[src/rtl/gpio_scanner_pkg.sv]
// Shared address map, scan FSM states and debounce sizing for the GPIO scanner.
package gpio_map_pkg;

  localparam logic [8:0] ADDR_BTN   = 9'd503;
  localparam logic [8:0] ADDR_SW_L  = 9'd504;
  localparam logic [8:0] ADDR_SW_H  = 9'd505;
  localparam logic [8:0] ADDR_LED_L = 9'd506;
  localparam logic [8:0] ADDR_LED_H = 9'd507;
  localparam logic [8:0] ADDR_DIG0  = 9'd508;

  localparam int unsigned DEB_W = 8;

  typedef enum logic [3:0] {
    S_IDLE,
    S_RB,
    S_RL,
    S_RH,
    S_CAP,
    S_UPD,
    S_WL,
    S_WH,
    S_D0,
    S_D1,
    S_D2,
    S_D3
  } scan_state_t;

  function automatic logic [8:0] dig_addr(input logic [1:0] idx);
    return ADDR_DIG0 + {7'd0, idx};
  endfunction

endpackage

[src/rtl/gpio_scanner_if.sv]
// Bus between the scanner (master) and the memory-mapped GPIO block (slave).
interface gpio_scanner_if;
  logic       rw_select;
  logic [8:0] address;
  logic [7:0] data_out;
  logic [7:0] data_in;

  modport master (
    output rw_select,
    output address,
    output data_out,
    input  data_in
  );

  modport slave (
    input  rw_select,
    input  address,
    input  data_out,
    output data_in
  );
endinterface

[src/rtl/gpio_scanner_debounce.sv]
// One-bit scan-rate debouncer; rise pulses combinationally in the step that flips stable to 1.
module button_debounce
  import gpio_map_pkg::*;
#(
  parameter int unsigned DEB_SCANS = 8
) (
  input  logic clk,
  input  logic rst,
  input  logic step,
  input  logic raw,
  output logic stable,
  output logic rise
);

  localparam logic [DEB_W-1:0] LP_LAST = DEB_W'(DEB_SCANS - 1);

  logic [DEB_W-1:0] r_cnt;
  logic             r_stable;
  logic             w_flip;

  assign w_flip = step && (raw != r_stable) && (r_cnt == LP_LAST);
  assign stable = r_stable;
  assign rise   = w_flip && !r_stable;

  always_ff @(posedge clk) begin
    if (rst) begin
      r_cnt    <= '0;
      r_stable <= 1'b0;
    end else if (step) begin
      if (raw == r_stable) begin
        r_cnt <= '0;
      end else if (w_flip) begin
        r_stable <= ~r_stable;
        r_cnt    <= '0;
      end else begin
        r_cnt <= r_cnt + 1'b1;
      end
    end
  end

endmodule

[src/rtl/gpio_scanner.sv]
// GPIO bus master: periodically reads buttons/switches, keeps a button-driven
// counter, mirrors switches to LEDs and writes the counter to four digit registers.
module gpio_scanner
  import gpio_map_pkg::*;
#(
  parameter int unsigned SCAN_DIV  = 100000,
  parameter int unsigned DEB_SCANS = 8
) (
  input  logic                   clk,
  input  logic                   rst,
  gpio_scanner_if.master         bus,
  output logic [15:0]            count,
  output logic                   scan_done
);

  localparam int unsigned     PW       = $clog2(SCAN_DIV);
  localparam logic [PW-1:0]   PRE_LAST = PW'(SCAN_DIV - 1);

  logic [PW-1:0] r_pre;
  logic          w_tick;

  scan_state_t   r_state;
  logic          r_rw;
  logic [8:0]    r_addr;
  logic [7:0]    r_dout;
  logic          r_scan_done;
  logic [3:0]    r_btn_raw;
  logic [15:0]   r_sw;
  logic [15:0]   r_count;

  logic          w_step;
  logic [3:0]    w_btn_stable;
  logic [3:0]    w_rise;
  logic          w_unused;

  assign w_tick   = (r_pre == PRE_LAST);
  assign w_step   = (r_state == S_UPD);
  assign w_unused = ^w_btn_stable;

  always_ff @(posedge clk) begin
    if (rst || w_tick) begin
      r_pre <= '0;
    end else begin
      r_pre <= r_pre + 1'b1;
    end
  end

  for (genvar g = 0; g < 4; g++) begin : g_deb
    button_debounce #(
      .DEB_SCANS (DEB_SCANS)
    ) u_deb (
      .clk    (clk),
      .rst    (rst),
      .step   (w_step),
      .raw    (r_btn_raw[g]),
      .stable (w_btn_stable[g]),
      .rise   (w_rise[g])
    );
  end

  // Bus outputs are loaded on each transition with the values of the state being entered.
  always_ff @(posedge clk) begin
    if (rst) begin
      r_state     <= S_IDLE;
      r_rw        <= 1'b0;
      r_addr      <= '0;
      r_dout      <= '0;
      r_scan_done <= 1'b0;
      r_btn_raw   <= '0;
      r_sw        <= '0;
      r_count     <= '0;
    end else begin
      r_scan_done <= 1'b0;
      case (r_state)
        S_IDLE: begin
          if (w_tick) begin
            r_state <= S_RB;
            r_addr  <= ADDR_BTN;
          end
        end
        S_RB: begin
          r_state <= S_RL;
          r_addr  <= ADDR_SW_L;
        end
        S_RL: begin
          r_btn_raw <= bus.data_in[3:0];
          r_state   <= S_RH;
          r_addr    <= ADDR_SW_H;
        end
        S_RH: begin
          r_sw[7:0] <= bus.data_in;
          r_state   <= S_CAP;
          r_addr    <= ADDR_SW_H;
        end
        S_CAP: begin
          r_sw[15:8] <= bus.data_in;
          r_state    <= S_UPD;
          r_addr     <= '0;
        end
        S_UPD: begin
          // Single action per scan; lower-priority events are dropped.
          if (w_rise[2]) begin
            r_count <= '0;
          end else if (w_rise[3]) begin
            r_count <= r_sw;
          end else if (w_rise[0]) begin
            r_count <= r_count + 16'd1;
          end else if (w_rise[1]) begin
            r_count <= r_count - 16'd1;
          end
          r_state <= S_WL;
          r_rw    <= 1'b1;
          r_addr  <= ADDR_LED_L;
          r_dout  <= r_sw[7:0];
        end
        S_WL: begin
          r_state <= S_WH;
          r_addr  <= ADDR_LED_H;
          r_dout  <= r_sw[15:8];
        end
        S_WH: begin
          r_state <= S_D0;
          r_addr  <= dig_addr(2'd0);
          r_dout  <= {4'b0, r_count[3:0]};
        end
        S_D0: begin
          r_state <= S_D1;
          r_addr  <= dig_addr(2'd1);
          r_dout  <= {4'b0, r_count[7:4]};
        end
        S_D1: begin
          r_state <= S_D2;
          r_addr  <= dig_addr(2'd2);
          r_dout  <= {4'b0, r_count[11:8]};
        end
        S_D2: begin
          r_state <= S_D3;
          r_addr  <= dig_addr(2'd3);
          r_dout  <= {4'b0, r_count[15:12]};
        end
        S_D3: begin
          r_state     <= S_IDLE;
          r_rw        <= 1'b0;
          r_addr      <= '0;
          r_dout      <= '0;
          r_scan_done <= 1'b1;
        end
        default: begin
          r_state <= S_IDLE;
          r_rw    <= 1'b0;
          r_addr  <= '0;
          r_dout  <= '0;
        end
      endcase
    end
  end

  assign bus.rw_select = r_rw;
  assign bus.address   = r_addr;
  assign bus.data_out  = r_dout;
  assign count         = r_count;
  assign scan_done     = r_scan_done;

endmodule

[src/flat_wrapper.sv]
// flat-port wrapper written by rule: the top's interface ports become plain ports
module gpio_scanner_flat import gpio_map_pkg::*;
#(
  parameter int unsigned SCAN_DIV  = 100000,
  parameter int unsigned DEB_SCANS = 8
)
  (clk, rst, count, scan_done, bus_rw_select, bus_address, bus_data_out, bus_data_in);
  gpio_scanner_if bus_i ();
  input  logic clk;
  input  logic rst;
  output logic [15:0] count;
  output logic scan_done;
  output wire logic [$bits(bus_i.rw_select)-1:0] bus_rw_select;
  output wire logic [$bits(bus_i.address)-1:0] bus_address;
  output wire logic [$bits(bus_i.data_out)-1:0] bus_data_out;
  input wire logic [$bits(bus_i.data_in)-1:0] bus_data_in;
  assign bus_rw_select = bus_i.rw_select;
  assign bus_address = bus_i.address;
  assign bus_data_out = bus_i.data_out;
  assign bus_i.data_in = bus_data_in;
  gpio_scanner #(.SCAN_DIV(SCAN_DIV), .DEB_SCANS(DEB_SCANS)) u_core (.clk(clk), .rst(rst), .bus(bus_i), .count(count), .scan_done(scan_done));
endmodule
[config.mk]
export PLATFORM = sky130hd
export DESIGN_NAME = gpio_scanner_flat
export DESIGN_NICKNAME = d
export VERILOG_FILES = /design/src/rtl/gpio_scanner_pkg.sv /design/src/rtl/gpio_scanner_if.sv /design/src/rtl/gpio_scanner_debounce.sv /design/src/rtl/gpio_scanner.sv /design/src/flat_wrapper.sv
export SDC_FILE = /design/constraint.sdc
export NUM_CORES = 1
export LEC_CHECK = 0
export CAP_MARGIN = 20
export CORE_UTILIZATION = 65
export CTS_BUF_LIST = sky130_fd_sc_hd__clkbuf_8
export CTS_CLUSTER_SIZE = 12
export DETAILED_ROUTE_END_ITERATION = 12
export GPL_ROUTABILITY_DRIVEN = 1
export PLACE_DENSITY = 0.85
export SYNTH_ARGS = -nofsm -noshare
export SYNTH_HDL_FRONTEND = slang
export SYNTH_SLANG_ARGS = --single-unit
[constraint.sdc]
create_clock -name clk -period 5.84 [get_ports clk]
set_input_delay 1.168 -clock clk [delete_from_list [all_inputs] [get_ports clk]]
set_output_delay 1.168 -clock clk [all_outputs]
set_load 0.05 [all_outputs]
Word-level counts from Yosys, hierarchy flattened. Cells that the tools add are included.

Register bits: 112. Output and inout port bits: 35.

Add/subtract/negate cells: 7. Equality and inequality tests: 25. Mux-type cells: 19. Bitwise gates (word level): 8. Reduce and logical (&&, ||, !) cells: 27.

Operator list (number): 9-bit one-hot mux with 9 select lines (1); 16-bit 2-to-1 mux (4); 8-bit 2-to-1 mux (8); 8-bit one-hot mux with 7 select lines (1); 4-bit one-hot mux with 11 select lines (1); 8-bit by 1-bit adder with 8-bit output, second input constant (4); 8-bit by 3-bit == test with 1-bit output, second input constant (4); 17-bit by 1-bit adder with 17-bit output, second input constant (1); 17-bit == test, second input constant (1); 16-bit by 1-bit adder with 16-bit output, second input constant (1); 4-bit by 3-bit == test with 1-bit output, second input constant (4); 4-bit == test, second input constant (4); 16-bit by 1-bit subtractor with 16-bit output, second input constant (1); 1-bit logical AND (12); 3-bit AND reduction (4); 10-bit OR reduction (1); 9-bit 2-to-1 mux (1); 4-bit by 2-bit == test with 1-bit output, second input constant (2); 1-bit inverter (8); 5-bit OR reduction (1); 1-bit == test (4); 4-bit by 1-bit == test with 1-bit output, second input constant (1); 1-bit zero test (4); 4-bit zero test (1); 9 further kinds (12).

Depth between registers and ports, before layout.
Depth after elaboration: 8. Mapped depth: 15. Depth with buffers taken out: 12.

By module. A second synthesis with hierarchy kept.

Cell total of the unflattened synthesis: 744. Area total of the unflattened synthesis: 6167.2 µm².

Modules (own cells, without submodules): gpio_scanner (times used 1, cells each 520, area each 4130.2 µm², seq. area each 1441.4 µm²); button_debounce (times used 4, cells each 56, area each 509.2 µm², seq. area each 180.2 µm²).

Worst setup path before layout. Ideal clock, no wire load.

Path type: register to register. From: register u_core.g_deb[0].u_deb.r_cnt[3]. To: register u_core.r_count[15] (netlist: u_core.count[15]). Data arrival time: 3.590 ns. Slack: 2.176 ns. Stages on the path, launching flop included: 15. Path through: dfxtp_1 or4_1 or4_4 or3b_1 buf_6 buf_6 ha_1 clkbuf_1 a21oi_1 nand2_1 a221oi_1 o31ai_1 a31o_2 a21o_1 a31oi_1.

Cells in the longest elaborated chain, start to end: 6. Elaborated cells on any way between the ends: 8.

Ends and longest elaborated chain: start, declared (RTL line gpio_scanner_debounce.sv:17) `logic [DEB_W-1:0] r_cnt;`; start signal, assigned (RTL line gpio_scanner_debounce.sv:36) `r_cnt <= r_cnt + 1'b1;`; 8-bit by 3-bit == test with 1-bit output * (RTL line gpio_scanner_debounce.sv:21) `assign w_flip = step && (raw != r_stable) && (r_cnt == LP_LAST);`; 1-bit logical AND * (RTL line gpio_scanner_debounce.sv:21); 1-bit logical AND * (RTL line gpio_scanner_debounce.sv:23) `assign rise = w_flip && !r_stable;`; 16-bit 2-to-1 mux (RTL line gpio_scanner.sv:106) `end else if (w_rise[0]) begin`; 16-bit 2-to-1 mux (RTL line gpio_scanner.sv:104) `end else if (w_rise[3]) begin`; 16-bit 2-to-1 mux (RTL line gpio_scanner.sv:102) `if (w_rise[2]) begin`; end signal, assigned (RTL line gpio_scanner.sv:105) `r_count <= r_sw;`; end signal, assigned (RTL line gpio_scanner.sv:107) `r_count <= r_count + 16'd1;`; end signal, assigned (RTL line gpio_scanner.sv:109) `r_count <= r_count - 16'd1;`; end, declared (RTL line gpio_scanner.sv:29) `logic [15:0] r_count;`.

Mark *: on every way between the ends. The rest lies on a longest branch, timed or not. A chain may end at the register's enable or synchronous reset.

Worst setup path after layout.
From: register u_core.r_state[0]. To: register u_core.r_count[11] (netlist: u_core.count[11]).

Cells in the longest elaborated chain, start to end: 7. Elaborated cells on any way between the ends: 18.

Ends and longest elaborated chain: start, declared (RTL line gpio_scanner.sv:22) `scan_state_t r_state;`; start signal, assigned (RTL line gpio_scanner.sv:64) `r_state <= S_IDLE;`; start signal, assigned (RTL line gpio_scanner.sv:77) `r_state <= S_RB;`; start signal, assigned (RTL line gpio_scanner.sv:82) `r_state <= S_RL;`; 4-bit by 3-bit == test with 1-bit output * (RTL line gpio_scanner.sv:37, gpio_scanner.sv:74); 1-bit logical AND (2 in a row) (RTL line gpio_scanner_debounce.sv:21); 1-bit logical AND (RTL line gpio_scanner_debounce.sv:23); 16-bit 2-to-1 mux (RTL line gpio_scanner.sv:106); 16-bit 2-to-1 mux (RTL line gpio_scanner.sv:104); 16-bit 2-to-1 mux (RTL line gpio_scanner.sv:102).

Marks and branches as above.

==> impl_metrics.env <==
export IMPL_status="complete, no violations"
export IMPL_cts_buffers=9
export IMPL_syn_avg_cell_area_um2=7.94
export IMPL_clk_pin_slew_worst_paths_ns=0.12
export IMPL_ys_async_sr_fraction_pct=0
export IMPL_layout_commonest_cell="nor2_1"
export IMPL_grt_pass1_wl_um=22300
export IMPL_cts_resized=0
export IMPL_diodes=0
export IMPL_finClkSkew_ns=0.0164
export IMPL_start_util_pct=68.4
export IMPL_syn_area_mm2=0.00574
export IMPL_viasPerCell=6.21
export IMPL_report_final_slew_viol_count=0
export IMPL_routed_wl_um=13700
export IMPL_path_buf_inv=2
export IMPL_grt_pass1_vias=4708
export IMPL_layout_min_cycle_time_ns=4.67
export IMPL_cap_violations=0
export IMPL_holdBufCountCts=0
export IMPL_syn_nets=754
export IMPL_crit_top_cell="nand2_1"
export IMPL_finalPower_mw=1.43
export IMPL_critical_path_cell_chain="nand4bb_1 > buf_4 > or4_4 > or3b_1 > buf_8 > ha_1 > nand3_1 > o211ai_1 > nand2_1 > o31ai_1 > xor2_1 > nand2_1 > a311oi_1"
export IMPL_layout_cells_non_filler=854
export IMPL_p_sw_uw=414
export IMPL_gp_congestion=0.947
export IMPL_io_pins=45
export IMPL_swShare_pct=28.9
export IMPL_coreArea_mm2=0.00838
export IMPL_seqPwrFrac_pct=53.8
export IMPL_p_leak_nw=2.36
export IMPL_postRouteAntennaNets=0
export IMPL_drc_errors=0
export IMPL_max_freq_mhz=214
export IMPL_first_iter_violations=373
export IMPL_n_fill_cell=648
export IMPL_min_path_type="flop to flop"
export IMPL_drtPass1Iterations=7
export IMPL_layout_common_cells="nor2_1 (112), dfxtp_1 (108), nand2_1 (79), a21oi_1 (73), clkdlybuf4s50_1 (43)"
export IMPL_fin_crit_sh_pct=79.9
export IMPL_ir_drop_v=0.000146
export IMPL_portBuffers=44
export IMPL_whs_ns=0.479
export IMPL_relSlewSlack_pct=31.1
export IMPL_vias=5307
export IMPL_fp_row_count=33
export IMPL_groute_usage_overall_pct=31.1
export IMPL_post_cts_repair_setup_buffers=0
export IMPL_setup_viol=0
export IMPL_synth_flop_cell="dfxtp_1"
export IMPL_hpwl_um=9680
export IMPL_cp_slowest_cell="dfxtp_1"
export IMPL_nets=776
export IMPL_power_internal_mw=1.02
export IMPL_postSynthCellCount=722
export IMPL_slowest_delay_ns=0.78
export IMPL_combPwrFrac_pct=12.2
export IMPL_drive_gt1_share_pct=4.94
export IMPL_cp_end_kind="flop"
export IMPL_critPathRequiredTime_ns=6.13
export IMPL_cts_sinks=108
export IMPL_cts_buffer_depth=2
export IMPL_synth_edf_count=0
export IMPL_clock_latency_ns=0.38
export IMPL_synth_seq_cells=108
export IMPL_power_density_mw_per_mm2=226
export IMPL_antenna_found_initial=0
export IMPL_cts_root_buf="clkbuf_8"
export IMPL_yosysWarnings=0
export IMPL_critical_path_class="flop to flop"
export IMPL_hold_violations=0
export IMPL_rsz0062_at_grt="false"
export IMPL_ys_seq_area_share_pct=37.7
export IMPL_htreeDepth=3
export IMPL_start_kind="flop"
export IMPL_fin_setup_tns_ns=0
export IMPL_dp_cells=837
export IMPL_cp_max_fo=22
export IMPL_synth_cell_types=60
export IMPL_wl_per_cell_um=16.0
export IMPL_cp_arrival_ns=4.96
export IMPL_die_width_um=95.9
export IMPL_grt_ovfl_total=0
export IMPL_clkPwrFrac_pct=34.0
export IMPL_critPathTopFamily="simple AND/OR/NAND/NOR gates"
export IMPL_syn_to_final_growth_pct=10.9
export IMPL_chipHeight_um=95.9
export IMPL_worst_pin_slew_ns=1.02
export IMPL_cts_tree="built"
export IMPL_grt_max_degree=47
export IMPL_dieArea_mm2=0.00920
## power by group through the flow
stage,combinational (mW),clock [mW],sequential [mW]
4_1_cts,0.173,0.489,0.772
2_1_floorplan,0.105,0,0.813
5_1_grt,0.184,0.520,0.775
3_5_place_dp,0.172,0,0.789
6_report,0.175,0.488,0.772
3_3_place_gp,0.170,0,0.788
## Yosys cell counts (9+ instances only)
| cell | count | area, µm² |
|---|---|---|
| mux2i_1 | 19 | 190 |
| nand3_1 | 35 | 175 |
| xor2_1 | 19 | 166 |
| a311oi_1 | 9 | 78.8 |
| dfxtp_1 | 108 | 2160 |
| nand2_1 | 79 | 297 |
| nor3_1 | 17 | 85.1 |
| ha_1 | 21 | 263 |
| a21oi_1 | 73 | 365 |
| clkbuf_1 | 25 | 93.8 |
| nor2_1 | 112 | 420 |
| inv_1 | 10 | 37.5 |
| o21ai_0 | 38 | 190 |
| a22oi_1 | 11 | 82.6 |
| nor3b_1 | 13 | 97.6 |
| and3_1 | 15 | 93.8 |
| xnor2_1 | 14 | 123 |
## metrics by stage
step / utilization [%] / setup slack [ns] / instance area [µm²]
floorplan: - / 2.18 / 5740
global placement: 73.2 / 1.27 / 6130
detailed placement: 73.2 / 1.16 / 6130
CTS: 75.7 / 1.10 / 6340
global route: 75.9 / 0.956 / 6360
finish: 75.9 / 1.17 / 6360
## cell type report
type                            instances  area, µm²  share of cell area [%]
Multi-Input combinational cell        565       3330                    52.3
Sequential cell                       108       2160                    34.0
Timing Repair Buffer                   50        488                    7.67
Tap cell                              105        131                    2.07
Clock buffer                            9        124                    1.95
Clock inverter                          7       88.8                    1.40
Inverter                               10       37.5                   0.590
## flip-flops by register name, summed over array words and instances, names as in the netlist
name                       cells
u_core.g_deb.u_deb.stable      4
u_core.bus.address             5
u_core.r_btn_raw               4
u_core.r_state                 4
u_core.bus.data_out            8
u_core.bus.rw_select           1
u_core.r_pre                  17
u_core.g_deb.u_deb.r_cnt      32
u_core.r_sw                   16
u_core.count                  16
u_core.scan_done               1
## metal layers
layer  vias up  wire length (µm)  global-route usage, %  share of wire (%)
met2       186              6470                   51.4                 47
met4         0               259                   9.58                1.9
met1      2490              6150                   41.7                 45
li1       2600                 -                      -                  -
met3        31               823                   4.74                6.0
met5         -                 0                      0                  0
## path summary, 6_finish.rpt
path	endpoint	slack, ns	cells after the start	startpoint
setup reg to reg	u_core.count[11]$_SDFFE_PP0P_	1.17	13	u_core.r_state[0]$_SDFFE_PP0P_
hold reg to reg	u_core.r_pre[0]$_SDFF_PP0_	0.48	1	u_core.r_pre[0]$_SDFF_PP0_
hold / removal	u_core.r_pre[0]$_SDFF_PP0_	0.48	1	u_core.r_pre[0]$_SDFF_PP0_
setup / recovery	u_core.count[11]$_SDFFE_PP0P_	1.17	13	u_core.r_state[0]$_SDFFE_PP0P_
## cell families (layout without fill, tap and decap cells)
| logic type | count (synthesis) | in the layout | synth area share, % |
|---|---|---|---|
| muxes | 19 | 19 | 3.32 |
| and+or+nand+nor | 318 | 318 | 26.4 |
| adders and majority gates | 24 | 24 | 5.28 |
| AOI/OAI and AO/OA | 171 | 171 | 18.0 |
| DFF | 108 | 108 | 37.7 |
| xor gates and xnor gates | 33 | 33 | 5.04 |
| buffers and inverters | 49 | 76 | 4.28 |
Power figures use the tool's default switching activity.
